`src/rtl/gen_definitions.sv`:
```
// Shared types for the AXI write back end: packed write packet, bresp codes,
// FSM state encoding and the bundle of registered outputs.
package gen_definitions;

  localparam logic [1:0] OKAY   = 2'b00;
  localparam logic [1:0] EXOKAY = 2'b01;
  localparam logic [1:0] SLVERR = 2'b10;
  localparam logic [1:0] DECERR = 2'b11;

  typedef enum logic [1:0] {
    IDLE = 2'd0,
    ADDR = 2'd1,
    DATA = 2'd2,
    RESP = 2'd3
  } wr_state_e;

  typedef struct packed {
    logic [3:0]  id;
    logic [3:0]  length;
    logic [31:0] addr;
    logic [31:0] d0,  d1,  d2,  d3,  d4,  d5,  d6,  d7;
    logic [31:0] d8,  d9,  d10, d11, d12, d13, d14, d15;
  } axi_addr_data_pkt;

  // Every output of the block is a flop; keeping them in one struct lets
  // reset clear them in a single assignment.
  typedef struct packed {
    logic        awvalid;
    logic [3:0]  awid;
    logic [3:0]  awlen;
    logic [31:0] awaddr;
    logic        wvalid;
    logic [31:0] wdata;
    logic        wlast;
    logic        bready;
    logic        hold;
    logic        done;
    logic [3:0]  done_id;
    logic        err;
    logic        timeout;
  } wr_out_t;

endpackage

```
`src/rtl/axi_wr_back_end_if.sv`:
```
// AXI write address / data / response channel bundles.
// Handshake: a transfer happens on a rising edge where valid and ready are both
// 1; once valid is raised the payload stays stable until that edge.

interface axi_wr_addr_intf;
  logic        awvalid;
  logic        awready;
  logic [3:0]  awid;
  logic [3:0]  awlen;
  logic [31:0] awaddr;
  modport MASTER (output awvalid, awid, awlen, awaddr, input awready);
  modport SLAVE  (input awvalid, awid, awlen, awaddr, output awready);
endinterface

interface axi_wr_data_intf;
  logic        wvalid;
  logic        wready;
  logic [31:0] wdata;
  logic        wlast;
  modport MASTER (output wvalid, wdata, wlast, input wready);
  modport SLAVE  (input wvalid, wdata, wlast, output wready);
endinterface

interface axi_wr_resp_intf;
  logic       bvalid;
  logic       bready;
  logic [3:0] bid;
  logic [1:0] bresp;
  modport MASTER (output bvalid, bid, bresp, input bready);
  modport SLAVE  (input bvalid, bid, bresp, output bready);
endinterface

```
`src/rtl/axi_wr_back_end.sv`:
```
// Issues one latched write packet as AW, a W burst of length+1 beats and a
// B collection with a response watchdog; reports completion to the core.
module axi_wr_back_end
  import gen_definitions::*;
#(
  parameter int TIMEOUT = 255
) (
  input  logic                    clk,
  input  logic                    rst,
  axi_wr_addr_intf.MASTER         addr_intf,
  axi_wr_data_intf.MASTER         data_intf,
  axi_wr_resp_intf.SLAVE          resp_intf,
  input  logic                    axi_wr_pkt_vld,
  input  axi_addr_data_pkt        axi_wr_pkt,
  output logic                    hold_out,
  output logic                    wr_done,
  output logic [3:0]              wr_done_id,
  output logic                    wr_err,
  output logic                    wr_timeout,
  output wr_state_e               state_dbg
);

  localparam logic [7:0] TO_LAST = 8'(TIMEOUT - 1);

  wr_state_e        state_q, state_n;
  axi_addr_data_pkt pkt_q, pkt_n;
  logic [3:0]       beat_q, beat_n;
  logic [7:0]       wd_q, wd_n;
  wr_out_t          out_q, out_n;
  logic [3:0]       beat_sel;
  logic [31:0]      beat_data;

  // Index of the beat loaded into wdata at the coming edge: d0 when leaving
  // ADDR, the following beat while in DATA.
  assign beat_sel = (state_q == DATA) ? beat_q + 4'd1 : 4'd0;

  always_comb begin
    beat_data = '0;
    case (beat_sel)
      4'd0:  beat_data = pkt_q.d0;
      4'd1:  beat_data = pkt_q.d1;
      4'd2:  beat_data = pkt_q.d2;
      4'd3:  beat_data = pkt_q.d3;
      4'd4:  beat_data = pkt_q.d4;
      4'd5:  beat_data = pkt_q.d5;
      4'd6:  beat_data = pkt_q.d6;
      4'd7:  beat_data = pkt_q.d7;
      4'd8:  beat_data = pkt_q.d8;
      4'd9:  beat_data = pkt_q.d9;
      4'd10: beat_data = pkt_q.d10;
      4'd11: beat_data = pkt_q.d11;
      4'd12: beat_data = pkt_q.d12;
      4'd13: beat_data = pkt_q.d13;
      4'd14: beat_data = pkt_q.d14;
      4'd15: beat_data = pkt_q.d15;
      default: beat_data = '0;
    endcase
  end

  always_comb begin
    state_n       = state_q;
    pkt_n         = pkt_q;
    beat_n        = beat_q;
    wd_n          = wd_q;
    out_n         = out_q;
    out_n.done    = 1'b0;
    out_n.done_id = 4'd0;
    out_n.err     = 1'b0;
    out_n.timeout = 1'b0;
    case (state_q)
      IDLE: begin
        if (axi_wr_pkt_vld) begin
          pkt_n         = axi_wr_pkt;
          beat_n        = 4'd0;
          wd_n          = 8'd0;
          out_n.awvalid = 1'b1;
          out_n.awid    = axi_wr_pkt.id;
          out_n.awlen   = axi_wr_pkt.length;
          out_n.awaddr  = axi_wr_pkt.addr;
          out_n.hold    = 1'b1;
          state_n       = ADDR;
        end
      end
      ADDR: begin
        if (addr_intf.awready) begin
          out_n.awvalid = 1'b0;
          out_n.awid    = 4'd0;
          out_n.awlen   = 4'd0;
          out_n.awaddr  = 32'd0;
          out_n.wvalid  = 1'b1;
          out_n.wdata   = beat_data;
          out_n.wlast   = (pkt_q.length == 4'd0);
          state_n       = DATA;
        end
      end
      DATA: begin
        if (data_intf.wready) begin
          if (out_q.wlast) begin
            out_n.wvalid = 1'b0;
            out_n.wdata  = 32'd0;
            out_n.wlast  = 1'b0;
            out_n.bready = 1'b1;
            wd_n         = 8'd0;
            state_n      = RESP;
          end else begin
            beat_n      = beat_sel;
            out_n.wdata = beat_data;
            out_n.wlast = (beat_sel == pkt_q.length);
          end
        end
      end
      RESP: begin
        // A response arriving in the final watchdog cycle still wins.
        if (resp_intf.bvalid) begin
          out_n.bready  = 1'b0;
          out_n.hold    = 1'b0;
          out_n.done    = 1'b1;
          out_n.done_id = pkt_q.id;
          out_n.err     = (resp_intf.bresp != OKAY) | (resp_intf.bid != pkt_q.id);
          state_n       = IDLE;
        end else if (wd_q == TO_LAST) begin
          out_n.bready  = 1'b0;
          out_n.hold    = 1'b0;
          out_n.done    = 1'b1;
          out_n.done_id = pkt_q.id;
          out_n.err     = 1'b1;
          out_n.timeout = 1'b1;
          state_n       = IDLE;
        end else begin
          wd_n = wd_q + 8'd1;
        end
      end
      default: state_n = IDLE;
    endcase
  end

  always_ff @(posedge clk) begin
    if (rst) begin
      state_q <= IDLE;
      pkt_q   <= '0;
      beat_q  <= 4'd0;
      wd_q    <= 8'd0;
      out_q   <= '0;
    end else begin
      state_q <= state_n;
      pkt_q   <= pkt_n;
      beat_q  <= beat_n;
      wd_q    <= wd_n;
      out_q   <= out_n;
    end
  end

  assign addr_intf.awvalid = out_q.awvalid;
  assign addr_intf.awid    = out_q.awid;
  assign addr_intf.awlen   = out_q.awlen;
  assign addr_intf.awaddr  = out_q.awaddr;
  assign data_intf.wvalid  = out_q.wvalid;
  assign data_intf.wdata   = out_q.wdata;
  assign data_intf.wlast   = out_q.wlast;
  assign resp_intf.bready  = out_q.bready;
  assign hold_out          = out_q.hold;
  assign wr_done           = out_q.done;
  assign wr_done_id        = out_q.done_id;
  assign wr_err            = out_q.err;
  assign wr_timeout        = out_q.timeout;
  assign state_dbg         = state_q;

endmodule

```
`src/flat_wrapper.sv`:
```
// flat-port wrapper written by rule: the top's interface ports become plain ports
module axi_wr_back_end_flat import gen_definitions::*;
#(
  parameter int TIMEOUT = 255
)
  (clk, rst, axi_wr_pkt_vld, axi_wr_pkt, hold_out, wr_done, wr_done_id, wr_err, wr_timeout, state_dbg, addr_intf_awvalid, addr_intf_awid, addr_intf_awlen, addr_intf_awaddr, addr_intf_awready, data_intf_wvalid, data_intf_wdata, data_intf_wlast, data_intf_wready, resp_intf_bvalid, resp_intf_bid, resp_intf_bresp, resp_intf_bready);
  axi_wr_addr_intf addr_intf_i ();
  axi_wr_data_intf data_intf_i ();
  axi_wr_resp_intf resp_intf_i ();
  input  logic clk;
  input  logic rst;
  input  logic axi_wr_pkt_vld;
  input  axi_addr_data_pkt axi_wr_pkt;
  output logic hold_out;
  output logic wr_done;
  output logic [3:0] wr_done_id;
  output logic wr_err;
  output logic wr_timeout;
  output wr_state_e state_dbg;
  output wire logic [$bits(addr_intf_i.awvalid)-1:0] addr_intf_awvalid;
  output wire logic [$bits(addr_intf_i.awid)-1:0] addr_intf_awid;
  output wire logic [$bits(addr_intf_i.awlen)-1:0] addr_intf_awlen;
  output wire logic [$bits(addr_intf_i.awaddr)-1:0] addr_intf_awaddr;
  input wire logic [$bits(addr_intf_i.awready)-1:0] addr_intf_awready;
  output wire logic [$bits(data_intf_i.wvalid)-1:0] data_intf_wvalid;
  output wire logic [$bits(data_intf_i.wdata)-1:0] data_intf_wdata;
  output wire logic [$bits(data_intf_i.wlast)-1:0] data_intf_wlast;
  input wire logic [$bits(data_intf_i.wready)-1:0] data_intf_wready;
  input wire logic [$bits(resp_intf_i.bvalid)-1:0] resp_intf_bvalid;
  input wire logic [$bits(resp_intf_i.bid)-1:0] resp_intf_bid;
  input wire logic [$bits(resp_intf_i.bresp)-1:0] resp_intf_bresp;
  output wire logic [$bits(resp_intf_i.bready)-1:0] resp_intf_bready;
  assign addr_intf_awvalid = addr_intf_i.awvalid;
  assign addr_intf_awid = addr_intf_i.awid;
  assign addr_intf_awlen = addr_intf_i.awlen;
  assign addr_intf_awaddr = addr_intf_i.awaddr;
  assign addr_intf_i.awready = addr_intf_awready;
  assign data_intf_wvalid = data_intf_i.wvalid;
  assign data_intf_wdata = data_intf_i.wdata;
  assign data_intf_wlast = data_intf_i.wlast;
  assign data_intf_i.wready = data_intf_wready;
  assign resp_intf_i.bvalid = resp_intf_bvalid;
  assign resp_intf_i.bid = resp_intf_bid;
  assign resp_intf_i.bresp = resp_intf_bresp;
  assign resp_intf_bready = resp_intf_i.bready;
  axi_wr_back_end #(.TIMEOUT(TIMEOUT)) u_core (.clk(clk), .rst(rst), .addr_intf(addr_intf_i), .data_intf(data_intf_i), .resp_intf(resp_intf_i), .axi_wr_pkt_vld(axi_wr_pkt_vld), .axi_wr_pkt(axi_wr_pkt), .hold_out(hold_out), .wr_done(wr_done), .wr_done_id(wr_done_id), .wr_err(wr_err), .wr_timeout(wr_timeout), .state_dbg(state_dbg));
endmodule
```
`config.mk`:
```
export PLATFORM = sky130hd
export DESIGN_NAME = axi_wr_back_end_flat
export DESIGN_NICKNAME = d
export VERILOG_FILES = /design/src/rtl/gen_definitions.sv /design/src/rtl/axi_wr_back_end_if.sv /design/src/rtl/axi_wr_back_end.sv /design/src/flat_wrapper.sv
export SDC_FILE = /design/constraint.sdc
export NUM_CORES = 1
export LEC_CHECK = 0
export ABC_AREA = 0
export CAP_MARGIN = 20
export CORE_AREA = 2 2 254 256
export CTS_CLUSTER_DIAMETER = 150
export DETAILED_ROUTE_END_ITERATION = 8
export DIE_AREA = 0 0 256 258
export PLACE_DENSITY_LB_ADDON = 0.08
export SKIP_CTS_REPAIR_TIMING = 1
export SLEW_MARGIN = 15
export SYNTH_ARGS = -nofsm -noshare
export SYNTH_HDL_FRONTEND = slang
export SYNTH_SLANG_ARGS = --single-unit
```
`constraint.sdc`:
```
create_clock -name clk -period 3.1 [get_ports clk]
set_input_delay 0.465 -clock clk [delete_from_list [all_inputs] [get_ports clk]]
set_output_delay 0.465 -clock clk [all_outputs]
set_load 0.01 [all_outputs]
```
==> results.tsv <==
metric	value	unit
status	completed	
1st-pass router iterations	7	
Port Buf Inserts	649	
worst reg-to-reg setup slack	0.12	ns
I/O pin count	650	
dominant synthesized flop cell	dfxtp_1	
slowest cell on the critical path	and3_1	
antenna violations before repair	5	
Rel. slew slack	0.2299	
pwr dens	742.7	nW/um^2
setup violators final	0	
Internal Power	17.34	mW
area of the multi-input gates	13120	sq um
synth warn	0	
R2R Path End	u_core.data_intf.wdata[29]	
ANT nets after route	0	
period utilisation layout	0.9612	
Clock Skew	0.02553	ns
total CTS buffers	68	
CTS Sinks	618	
Reg area	12370	sq um
Worst EP required	3.64	ns
CP Capture Point	u_core.data_intf.wdata[29]	
NetSw	9.963	mW
Max Slew Vio Count	0	
vias per cell	5.760	
arrival time worst endpoint	3.52	ns
Area growth, synth to finish	38.41	%
first-pass GRT wire length	179.3	mm
CP max stage delay	0.92	ns
clk buf depth	3	
Crit Path Category	register to register	
Post-Syn Instances	3455	
Setup TNS	0	ns
Commonest cells post-synth	1,166 x nand2_1, 618 x dfxtp_1, 576 x a21oi_1	
Synth area leader	dfxtp_1	
worst slew pin tran	1.154	ns
leading post-synthesis cells by cell area	dfxtp_1 47%, nand2_1 16%, a21oi_1 11%	
fraction of registers with async set/reset	0	
WL final	127.2	mm
flip-flop and latch count after synthesis	618	
Worst R2R Path Depth	8	
Vias	28460	
# fillers	6070	
global-route usage over all layers	0.3675	
sequential area share after synthesis	0.4658	
Syn Nets	4027	
Post-DP Area	34550	sq um
CP cell instances	ha_4 -> buf_4 -> and2_1 -> and3_1 -> a22o_1 -> a21oi_1 -> and4_1 -> a32oi_1	
Synth top area share	0.4658	
drt drc	0	
nets@finish	4605	
LEAKAGE	13.14	nW
Worst-path clk slew	0.07	ns
sw frac	0.3649	
CP max FO	16	
design area	36760	sq um
worst IR drop on VDD	0.5460	mV
Layout Cells excl Fill	4941	
TritonCTS clock tree	built	
Comb power frac	0.302	
placement row count	93	
most instantiated library cell after synthesis	nand2_1	
drt wl/cell	25.74	microns
critical path startpoint category	register	
Mean Syn Cell Area	7.688	sq um
GPL Wtd Cong	1.013	
vias in the first global route	25710	
DRT iter0 DRCs	3502	
mapped cell area	26560	sq um
die height	258	microns
DIE WIDTH	256	microns
dpl hpwl	96.62	mm
Final Util	0.5776	
Fmax	0.3356	GHz
placed cells	4818	
clock latency on the worst-skew pair	0.62	ns
proportion of layout cells with a drive suffix above 1	0.07327	
Max-Cap Viols	0	
Synth cell types	72	
Post-synth EDFFs	0	
sequential power share	0.401	
Overflow after GRT	0	
# H-tree levels	3	
CTS root buffer	clkbuf_16	
critical path endpoint category	register	
worst hold path type	primary input to register	
largest net degree at the start of global routing	153	
crit path time final	2.980	ns
total power	27.30	mW
RSZ-0062 raised after global routing	no	
Core Area	63650	sq um
CP startpoint	u_core.beat_q[0]	
Starting Density	0.4173	
Final Hold Fails	0	
Clock power frac	0.297	
worst flop-to-flop path startpoint	u_core.beat_q[0]	
die area	66050	sq um
==> per-layer routing <==
layer | global-route usage | routed length (microns) | vias up
li1 | - | - | 13110
met1 | 0.5301 | 55540 | 13550
met2 | 0.5291 | 52870 | 1631
met3 | 0.1094 | 15240 | 173
met4 | 0.1020 | 3552 | 0
met5 | 0 | 0 | -
==> cell type report <==
cell class,instances,share of cell area
timing repair buffer,793,0.2162
clock buffer,94,0.05330
sequential,618,0.3365
multi-input combinational,2542,0.3570
tap,855,0.02910
inverter,10,0.001021
clock inverter,24,0.006501
antenna,5,0.0003403
==> kinds of logic after synthesis <==
logic type	after synthesis	synth area share
AOI/OAI and AO/OA	1009	0.2330
xor gates and xnor gates	19	0.007679
adders and majority gates	8	0.003769
buffers and inverters	295	0.04471
DFF	618	0.4658
muxes	59	0.02266
and+or+nand+nor	1447	0.2224
==> worst min-delay path by stage <==
stage,start,endpoint,cells after the start
after floorplan,u_core.pkt_q[102],u_core.pkt_q[102],2
after global placement,u_core.pkt_q[207],u_core.pkt_q[207],2
after detailed placement,u_core.pkt_q[207],u_core.pkt_q[207],2
after CTS,rst,u_core.addr_intf.awaddr[7],2
after global routing,rst,u_core.addr_intf.awaddr[8],2
final,rst,u_core.addr_intf.awaddr[8],2
==> layout by cell type (no fill, tap or decap), types with 8 or more instances in the layout <==
master           count
a2111oi_0           16
a211oi_1            12
a21oi_1            576
a221oi_1            30
a222oi_1            15
a22o_1              40
a22oi_1            161
a31oi_1              8
a32oi_1             16
and3_1              14
buf_12              29
buf_4              114
clkbuf_1            10
clkbuf_16           68
clkbuf_8            16
clkdlybuf4s50_1    648
clkinv_2            15
dfxtp_1            618
inv_1               10
mux2_2               9
mux2i_1             50
nand2_1           1165
nand2b_1            10
nand3_1             26
nand4_1             31
nor2_1             105
nor2b_1              9
nor3_1              19
nor4_1               9
o21a_1              14
o21ai_0             64
xnor2_1              8
xor2_1               9
==> power by group through the flow <==
stage | Sequential, mW | Combinational [mW] | Clock, mW
global route | 11.0 | 8.89 | 8.49
floorplan | 10.3 | 4.50 | 0
finish | 11.0 | 8.24 | 8.11
CTS | 10.8 | 8.17 | 8.18
detailed placement | 11.0 | 8.14 | 0
global placement | 11.0 | 8.09 | 0
==> worst max-delay path: cells and delay by family (launching register included) <==
family,cells,cell delay (ns)
AND/OR/NAND/NOR,3,1.39
buffers and inverters,1,0.27
flip-flops,1,0.36
AO/OA/AOI/OAI,3,0.45
adder cells (fa/ha/maj),1,0.42
==> per-stage QoR <==
| step | hold WS [ns] | worst slack, ns |
|---|---|---|
| 3_5_place_dp | 0.4461 | 0.2220 |
| 3_3_place_gp | 0.4408 | 0.2364 |
| 4_1_cts | 0.2217 | 0.2144 |
| 5_1_grt | 0.2595 | 0.03240 |
| 2_1_floorplan | 0.4329 | 0.7161 |
| 6_report | 0.2510 | 0.1204 |
==> flip-flops by register name, summed over array words and instances (netlist names), 2 cells and up <==
signal and count:
u_core.addr_intf.awaddr 32, u_core.addr_intf.awid 4, u_core.addr_intf.awlen 4, u_core.beat_q 4
u_core.data_intf.wdata 32, u_core.pkt_q 520, u_core.state_dbg 2, u_core.wd_q 8
u_core.wr_done_id 4
Power figures use the tool's default switching activity.
